$ cat config.mk
export PLATFORM = sky130hd
export DESIGN_NAME = harness_sequencer_flat
export DESIGN_NICKNAME = d
export VERILOG_FILES = /design/src/rtl/harness_sequencer_if.sv /design/src/rtl/harness_sequencer.sv /design/src/flat_wrapper.sv
export SDC_FILE = /design/constraint.sdc
export NUM_CORES = 1
export LEC_CHECK = 0
export CORE_AREA = 5 5 98 137
export DETAILED_ROUTE_END_ITERATION = 10
export DIE_AREA = 0 0 103 142
export GPL_ROUTABILITY_DRIVEN = 0
export PLACE_DENSITY = 0.89
export SYNTH_ARGS = -nofsm -noshare
export SYNTH_HDL_FRONTEND = slang
export SYNTH_SLANG_ARGS = --single-unit
export TNS_END_PERCENT = 100
$ cat constraint.sdc
create_clock -name clk -period 3.1 [get_ports clk]
set_input_delay 0.465 -clock clk [delete_from_list [all_inputs] [get_ports clk]]
set_output_delay 0.465 -clock clk [all_outputs]
set_load 0.03 [all_outputs]
$ cat src/rtl/harness_sequencer_if.sv
// Command/response handshake bundle between a host and the harness sequencer.
interface harness_sequencer_if;
  logic [7:0]  cmd_data;
  logic        cmd_valid;
  logic        cmd_ready;
  logic [31:0] resp_data;
  logic        resp_valid;
  logic        resp_ready;

  // Host side: issues command bytes and consumes response words.
  modport master (
    output cmd_data, cmd_valid, resp_ready,
    input  cmd_ready, resp_data, resp_valid
  );

  // Sequencer side: accepts command bytes and produces response words.
  modport slave (
    input  cmd_data, cmd_valid, resp_ready,
    output cmd_ready, resp_data, resp_valid
  );
endinterface

$ cat src/rtl/harness_sequencer.sv
// Byte-command sequencer that drives a DUT: loads inputs, steps it, controls
// its reset and streams back snapshots of its outputs as 32-bit words.
module harness_sequencer #(
  parameter int IN_BYTES  = 4,
  parameter int OUT_WORDS = 2
) (
  input  logic                      clk,
  input  logic                      rst,
  harness_sequencer_if.slave        bus,
  output logic [IN_BYTES*8-1:0]     dut_in,
  input  logic [OUT_WORDS*32-1:0]   dut_out,
  output logic                      dut_rst,
  output logic                      dut_step,
  output logic                      done,
  output logic                      error
);

  localparam int CNT_W = (IN_BYTES  > 1) ? $clog2(IN_BYTES)  : 1;
  localparam int IDX_W = (OUT_WORDS > 1) ? $clog2(OUT_WORDS) : 1;

  localparam logic [7:0] CMD_SEND  = 8'd104;
  localparam logic [7:0] CMD_HALT  = 8'd105;
  localparam logic [7:0] CMD_RSTHI = 8'd106;
  localparam logic [7:0] CMD_RSTLO = 8'd107;
  localparam logic [7:0] CMD_STEP  = 8'd108;
  localparam logic [7:0] CMD_LOAD  = 8'd109;

  typedef enum logic [2:0] {
    S_IDLE,
    S_LOAD,
    S_STEP,
    S_SEND,
    S_HALT,
    S_ERR
  } state_t;

  state_t                  state_q, state_d;
  logic [IN_BYTES*8-1:0]   shadow_q, shadow_d;
  logic [CNT_W-1:0]        cnt_q, cnt_d;
  logic [IN_BYTES*8-1:0]   dut_in_q, dut_in_d;
  logic                    dut_rst_q, dut_rst_d;
  logic [OUT_WORDS*32-1:0] snap_q, snap_d;
  logic [IDX_W-1:0]        idx_q, idx_d;
  logic                    cmd_ready_q, cmd_ready_d;
  logic                    dut_step_q, dut_step_d;
  logic                    resp_valid_q, resp_valid_d;
  logic [31:0]             resp_data_q, resp_data_d;
  logic                    done_q, done_d;
  logic                    error_q, error_d;

  logic cmd_accept;
  logic resp_accept;

  assign cmd_accept  = bus.cmd_valid & cmd_ready_q;
  assign resp_accept = resp_valid_q & bus.resp_ready;

  // Next-state and datapath decode; outputs are derived from the next state so
  // every output comes straight from a flop.
  always_comb begin
    state_d    = state_q;
    shadow_d   = shadow_q;
    cnt_d      = cnt_q;
    dut_in_d   = dut_in_q;
    dut_rst_d  = dut_rst_q;
    snap_d     = snap_q;
    idx_d      = idx_q;

    case (state_q)
      S_IDLE: begin
        if (cmd_accept) begin
          case (bus.cmd_data)
            CMD_SEND: begin
              snap_d  = dut_out;
              idx_d   = '0;
              state_d = S_SEND;
            end
            CMD_HALT:  state_d   = S_HALT;
            CMD_RSTHI: dut_rst_d = 1'b1;
            CMD_RSTLO: dut_rst_d = 1'b0;
            CMD_STEP:  state_d   = S_STEP;
            CMD_LOAD: begin
              cnt_d   = '0;
              state_d = S_LOAD;
            end
            default:   state_d   = S_ERR;
          endcase
        end
      end

      S_LOAD: begin
        if (cmd_accept) begin
          shadow_d = shadow_q >> 8;
          shadow_d[IN_BYTES*8-1 -: 8] = bus.cmd_data;
          if (cnt_q == CNT_W'(IN_BYTES - 1)) begin
            dut_in_d = shadow_d;
            cnt_d    = '0;
            state_d  = S_IDLE;
          end else begin
            cnt_d = cnt_q + CNT_W'(1);
          end
        end
      end

      S_STEP: state_d = S_IDLE;

      S_SEND: begin
        if (resp_accept) begin
          if (idx_q == IDX_W'(OUT_WORDS - 1)) begin
            state_d = S_IDLE;
          end else begin
            idx_d = idx_q + IDX_W'(1);
          end
        end
      end

      S_HALT:  state_d = S_HALT;
      S_ERR:   state_d = S_ERR;
      default: state_d = S_ERR;
    endcase

    cmd_ready_d  = (state_d == S_IDLE) || (state_d == S_LOAD);
    dut_step_d   = (state_d == S_STEP);
    resp_valid_d = (state_d == S_SEND);
    done_d       = (state_d == S_HALT) || (state_d == S_ERR);
    error_d      = (state_d == S_ERR);

    resp_data_d = resp_data_q;
    for (int w = 0; w < OUT_WORDS; w++) begin
      if (idx_d == IDX_W'(w)) resp_data_d = snap_d[w*32 +: 32];
    end
  end

  // State and output registers with synchronous active-low reset.
  always_ff @(posedge clk) begin
    if (!rst) begin
      state_q      <= S_IDLE;
      shadow_q     <= '0;
      cnt_q        <= '0;
      dut_in_q     <= '0;
      dut_rst_q    <= 1'b1;
      snap_q       <= '0;
      idx_q        <= '0;
      cmd_ready_q  <= 1'b0;
      dut_step_q   <= 1'b0;
      resp_valid_q <= 1'b0;
      resp_data_q  <= '0;
      done_q       <= 1'b0;
      error_q      <= 1'b0;
    end else begin
      state_q      <= state_d;
      shadow_q     <= shadow_d;
      cnt_q        <= cnt_d;
      dut_in_q     <= dut_in_d;
      dut_rst_q    <= dut_rst_d;
      snap_q       <= snap_d;
      idx_q        <= idx_d;
      cmd_ready_q  <= cmd_ready_d;
      dut_step_q   <= dut_step_d;
      resp_valid_q <= resp_valid_d;
      resp_data_q  <= resp_data_d;
      done_q       <= done_d;
      error_q      <= error_d;
    end
  end

  assign bus.cmd_ready  = cmd_ready_q;
  assign bus.resp_valid = resp_valid_q;
  assign bus.resp_data  = resp_data_q;
  assign dut_in         = dut_in_q;
  assign dut_rst        = dut_rst_q;
  assign dut_step       = dut_step_q;
  assign done           = done_q;
  assign error          = error_q;

endmodule

$ cat src/flat_wrapper.sv
// flat-port wrapper written by rule: the top's interface ports become plain ports
module harness_sequencer_flat 
#(
  parameter int IN_BYTES  = 4,
  parameter int OUT_WORDS = 2
)
  (clk, rst, dut_in, dut_out, dut_rst, dut_step, done, error, bus_cmd_data, bus_cmd_valid, bus_resp_ready, bus_cmd_ready, bus_resp_data, bus_resp_valid);
  harness_sequencer_if bus_i ();
  input  logic clk;
  input  logic rst;
  output logic [IN_BYTES*8-1:0] dut_in;
  input  logic [OUT_WORDS*32-1:0] dut_out;
  output logic dut_rst;
  output logic dut_step;
  output logic done;
  output logic error;
  input wire logic [$bits(bus_i.cmd_data)-1:0] bus_cmd_data;
  input wire logic [$bits(bus_i.cmd_valid)-1:0] bus_cmd_valid;
  input wire logic [$bits(bus_i.resp_ready)-1:0] bus_resp_ready;
  output wire logic [$bits(bus_i.cmd_ready)-1:0] bus_cmd_ready;
  output wire logic [$bits(bus_i.resp_data)-1:0] bus_resp_data;
  output wire logic [$bits(bus_i.resp_valid)-1:0] bus_resp_valid;
  assign bus_i.cmd_data = bus_cmd_data;
  assign bus_i.cmd_valid = bus_cmd_valid;
  assign bus_i.resp_ready = bus_resp_ready;
  assign bus_cmd_ready = bus_i.cmd_ready;
  assign bus_resp_data = bus_i.resp_data;
  assign bus_resp_valid = bus_i.resp_valid;
  harness_sequencer #(.IN_BYTES(IN_BYTES), .OUT_WORDS(OUT_WORDS)) u_core (.clk(clk), .rst(rst), .bus(bus_i), .dut_in(dut_in), .dut_out(dut_out), .dut_rst(dut_rst), .dut_step(dut_step), .done(done), .error(error));
endmodule
Word-level counts from Yosys, hierarchy flattened
Cells that the tools add are included.
Cells by class
  add/subtract/negate cells: 2
  equal/unequal tests: 19
  multiplexer cells: 22
  bitwise gates (word level): 2
  reduce and logical (&&, ||, !) cells: 11
Operator list (count)
  $mux W64: 3
  $eq A8 B7 Y1 const B: 6
  $mux W32: 1
  $pmux W3 S5: 2
  $mux W3: 5
  $eq A3 B2 Y1 const B: 4
  $eq A3 B3 Y1 const B: 3
  $mux W2: 4
  $eq A3 B1 Y1 const B: 2
  $logic_not A3 Y1: 2
  $reduce_and A3 Y1: 2
  $mux W1: 4
  $ne A2 B1 Y1 const B: 2
  $pmux W1 S2: 2
  $pmux W2 S2: 1
  $reduce_and A4 Y1: 1
  $reduce_bool A2 Y1: 2
  $add A2 B1 Y2 const B: 1
  $and A1 B1 Y1: 2
  $eq A2 B2 Y1 const B: 1
  $logic_or A1 B1 Y1: 2
  $ne A2 B2 Y1 const B: 1
  $reduce_and A2 Y1: 1
  $reduce_or A2 Y1: 1
  $add A1 B1 Y1 const B: 1
Storage, ports and cells
  flip-flop bits (word level): 172

Depth between registers and ports, before layout
  depth after elaboration: 7
  mapped depth: 8

Worst setup path after synthesis
OpenSTA, ideal clock, no wires.
  kind: input -> register
  start: input bus_cmd_data[2]
  end: register u_core.resp_data_q[0] (netlist: u_core.bus.resp_data[0])
  setup time: 0.123 ns
  arrival time: 2.021 ns
  setup slack: 0.956 ns
  stages: 8
  path buffers: 4
  cell sequence: clkbuf_2 -> or4_4 -> or4_1 -> buf_2 -> buf_6 -> buf_6 -> o21ai_1 -> a21oi_1
Between the ends
  word-level cells in the longest chain between the ends: 5
Ends and longest elaborated chain
  from (decl): line flat_wrapper.sv:17  | input wire logic [$bits(bus_i.cmd_data)-1:0] bus_cmd_data;
  $eq A8 B7 Y1 *: line harness_sequencer.sv:71  | case (bus.cmd_data)
  $mux W1 / $mux W64 (equally long branches): line harness_sequencer.sv:71
  $mux W1 / $mux W64 (equally long branches): line harness_sequencer.sv:70  | if (cmd_accept) begin
  $pmux W1 S2 / $mux W64 (equally long branches): line harness_sequencer.sv:68  | case (state_q)
  $mux W32 *: line harness_sequencer.sv:129  | if (idx_d == IDX_W'(w)) resp_data_d = snap_d[w*32 +: 32];
  to (signal assigned): line harness_sequencer.sv:160  | resp_data_q <= resp_data_d;
  to (decl): line harness_sequencer.sv:47  | logic [31:0] resp_data_q, resp_data_d;
Every way passes the cells marked *; elsewhere a longest branch is shown, timed or not.
A chain may end at the register's enable or synchronous reset.

Worst setup path after layout
  start: input bus_cmd_data[0]
  end: register u_core.resp_data_q[4] (netlist: u_core.bus.resp_data[4])
The elaborated chain is that of the path after synthesis.

==> impl_metrics.py <==
metrics = {
    "outcome": {
        "outcome": "finished, final reports clean",
    },
    "setup_path": {
        "reg2reg_slack_ps": 830,
        "crit_path_end_kind": "flop",
        "crit_required_ps": 3380,
        "crit_arrival_ps": 2720,
        "worst-setup-path-type": "input pin to flop",
        "cp_slowest_cell": "or4_2",
        "worstPathCellList": "clkdlybuf4s50_1, or4_4, or4_2, buf_12, o21ai_0, a21oi_1",
        "crit_path_max_fanout": 96,
        "crit_path_start_kind": "input pin",
        "slowest_delay_ps": 610,
    },
    "layout": {
        "diodes": 0,
        "stdcell_area_sq_um": 8500,
        "num-fill-cells": 902,
        "seqCellArea_sq_um": 3280,
        "area_delta_synth_final_pct": 33.7,
        "multiInputGateArea_sq_um": 2820,
        "nets": 931,
        "drive_above_1_share_pct": 6.46,
        "final_core_util_pct": 70.1,
    },
    "timing": {
        "rsz0062_at_grt": "no",
        "fmax_mhz": 409,
        "clock_skew_ps": 16.4,
        "max-slew-margin-rel_pct": 59.6,
        "setup_viol": 0,
        "finalCritPeriodShare_pct": 78.8,
        "setup_slack_ps": 657,
        "tightest_slew_ps": 606,
        "fin_crit_ps": 2440,
        "finalHoldViolations": 0,
        "report.final.slew_viol_count": 0,
        "fin_tns_setup_ps": 0,
    },
    "die": {
        "core_sq_um": 12100,
        "die_w_microns": 103,
        "core.rowCount": 48,
        "dieArea_sq_um": 14600,
        "die_h_microns": 142,
        "initial_core_util_pct": 52.4,
        "io_pins": 146,
    },
    "cts": {
        "cts_buffers": 17,
        "cts_root_buf": "clkbuf_16",
        "cts_tree": "yes",
        "post_cts_buffers": 0,
        "clock_latency_ps": 420,
        "clkSinkCount": 164,
        "cts_buffer_depth": 2,
        "htreeDepth": 4,
        "cts-hold-fix-buffers": 0,
        "clk_pin_slew_ps": 60,
        "post_cts_resized": 0,
    },
    "route": {
        "first_pass_iters": 4,
        "wirelength_microns": 15400,
        "drc_errors": 0,
        "via_per_inst": 5.31,
        "initialDrtViolationCount": 202,
        "antenna_left": 0,
        "vias": 5397,
        "wl_per_cell_microns": 15.1,
    },
    "global_routing": {
        "track_usage_pct": 21.0,
        "grt_pass1_vias": 5129,
        "grt_start_max_net_pins": 97,
        "grt.overflow.total": 0,
        "grt_pass1_wl_microns": 24300,
        "antenna_found_initial": 0,
    },
    "place": {
        "io_buffers": 145,
        "place_area_sq_um": 7920,
        "dp_slack_ps": 292,
        "hpwlAfterDp_microns": 10200,
    },
    "synth": {
        "syn-instance-count": 730,
        "ys_ff_latch": 164,
        "synth_edf_count": 0,
        "synth.avg_cell_area_sq_um": 8.71,
        "synthFlopType": "dfxtp_1",
        "async_flop_share_pct": 0,
        "synth_nets": 807,
        "synth_warnings": 0,
        "synth_area_sq_um": 6360,
        "ys_seq_area_share_pct": 51.6,
        "ys_types": 37,
    },
    "pwr": {
        "power.leakage_uw": 0.00310,
        "power_density_nw_per_um2": 516,
        "irDropWorstVdd_uv": 410,
    },
    "job": {
        "maxCapViolations": 0,
    },
    "min_path": {
        "min_path_type": "flop to flop",
    },
}
worst max-delay path: cells and delay by family:
family                 cells  cell delay [ps]
buffers and inverters      2              680
AND/OR/NAND/NOR            2             1160
AO/OA/AOI/OAI              2              350
kinds of logic (layout without fill, tap and decap cells):
logic type | Yosys count | count (layout) | share of synthesized area [%]
AND/OR/NAND/NOR | 278 | 278 | 18.2
adder cells (fa/ha/maj) | 1 | 1 | 0.197
multiplexers | 32 | 32 | 5.04
buffers and inverters | 58 | 195 | 4.35
flip-flops | 164 | 164 | 51.6
AO/OA/AOI/OAI | 197 | 197 | 20.6
flip-flops by register name (all words and copies together), names as in the netlist:
| signal | count |
|---|---|
| u_core.bus.cmd_ready | 1 |
| u_core.error | 1 |
| u_core.cnt_q | 2 |
| u_core.bus.resp_valid | 1 |
| u_core.dut_in | 32 |
| u_core.snap_q | 64 |
| u_core.idx_q | 1 |
| u_core.bus.resp_data | 32 |
| u_core.dut_rst | 1 |
| u_core.dut_step | 1 |
| u_core.done | 1 |
| u_core.state_q | 3 |
| u_core.shadow_q | 24 |
where the power goes:
group | total [uW] | switching (uW) | internal [uW]
combinational | 227 | 91.6 | 136
clock | 2040 | 888 | 1150
sequential | 2120 | 5.12 | 2110
metrics by stage:
stage	power [uW]	hold WS [ps]	std cells
global placement	2390	436	985
global route	4530	464	1017
detailed placement	2390	442	985
finish	4380	449	1017
CTS	4410	450	1017
floorplan	2260	430	730
synth_stat cells (2+ instances only):
master    instances  area [sq um]
nand3_1           2          10.0
dfxtp_1         164          3280
nor2_1            4          15.0
nor4_1            2          12.5
a21boi_0         62           465
a31oi_1           3          18.8
mux2i_1          32           320
and3b_1           4          35.0
nand4_1           2          12.5
a21oi_1          34           170
clkbuf_1         39           146
o21ai_0          33           165
nor3b_1           2          15.0
o21ai_1           2          10.0
and2_1            2          12.5
buf_6             6          67.6
and3_1            3          18.8
inv_1             2          7.51
nand2_1         244           916
a21boi_1         59           443
buf_2            10          50.1
nor2b_1           4          25.0
cell usage in the layout (no fill, tap or decap), types with 3 or more instances in the layout:
master           count
nand2_1            244
dfxtp_1            164
clkdlybuf4s50_1    144
a21boi_0            62
a21boi_1            59
a21oi_1             34
o21ai_0             33
mux2i_1             32
clkbuf_16           17
buf_4               13
nor2_1               4
and3b_1              4
nor2b_1              4
clkinvlp_4           4
buf_12               4
and3_1               3
inv_8                3
clkinv_4             3
final cells by class:
type,instances,area share (%)
clock inverters,14,1.68
inverters,2,0.0883
repair buffers,161,19.0
flip-flops and latches,164,38.6
clock buffers,18,5.17
multi-input cells,508,33.2
well taps,150,2.21
layer usage:
metal  global-route usage [%]  vias up  wire length, microns
met1                     24.0     2534                  6030
li1                         -     2689                     -
met4                     9.96        0                   485
met5                        0        -                     0
met2                     36.8      143                  8210
met3                     4.36       31                   671
worst paths after layout:
check | startpoint | endpoint | depth (start not counted)
min | u_core.snap_q[51]$_SDFF_PN0_ | u_core.snap_q[51]$_SDFF_PN0_ | 2
max | bus_cmd_data[0] | u_core.bus.resp_data[4]$_SDFF_PN0_ | 6
max reg2reg | u_core.state_q[0]$_SDFF_PN0_ | u_core.bus.resp_data[4]$_SDFF_PN0_ | 6
min reg2reg | u_core.snap_q[51]$_SDFF_PN0_ | u_core.snap_q[51]$_SDFF_PN0_ | 2
Note: power is estimated with default switching activity, not from simulation.
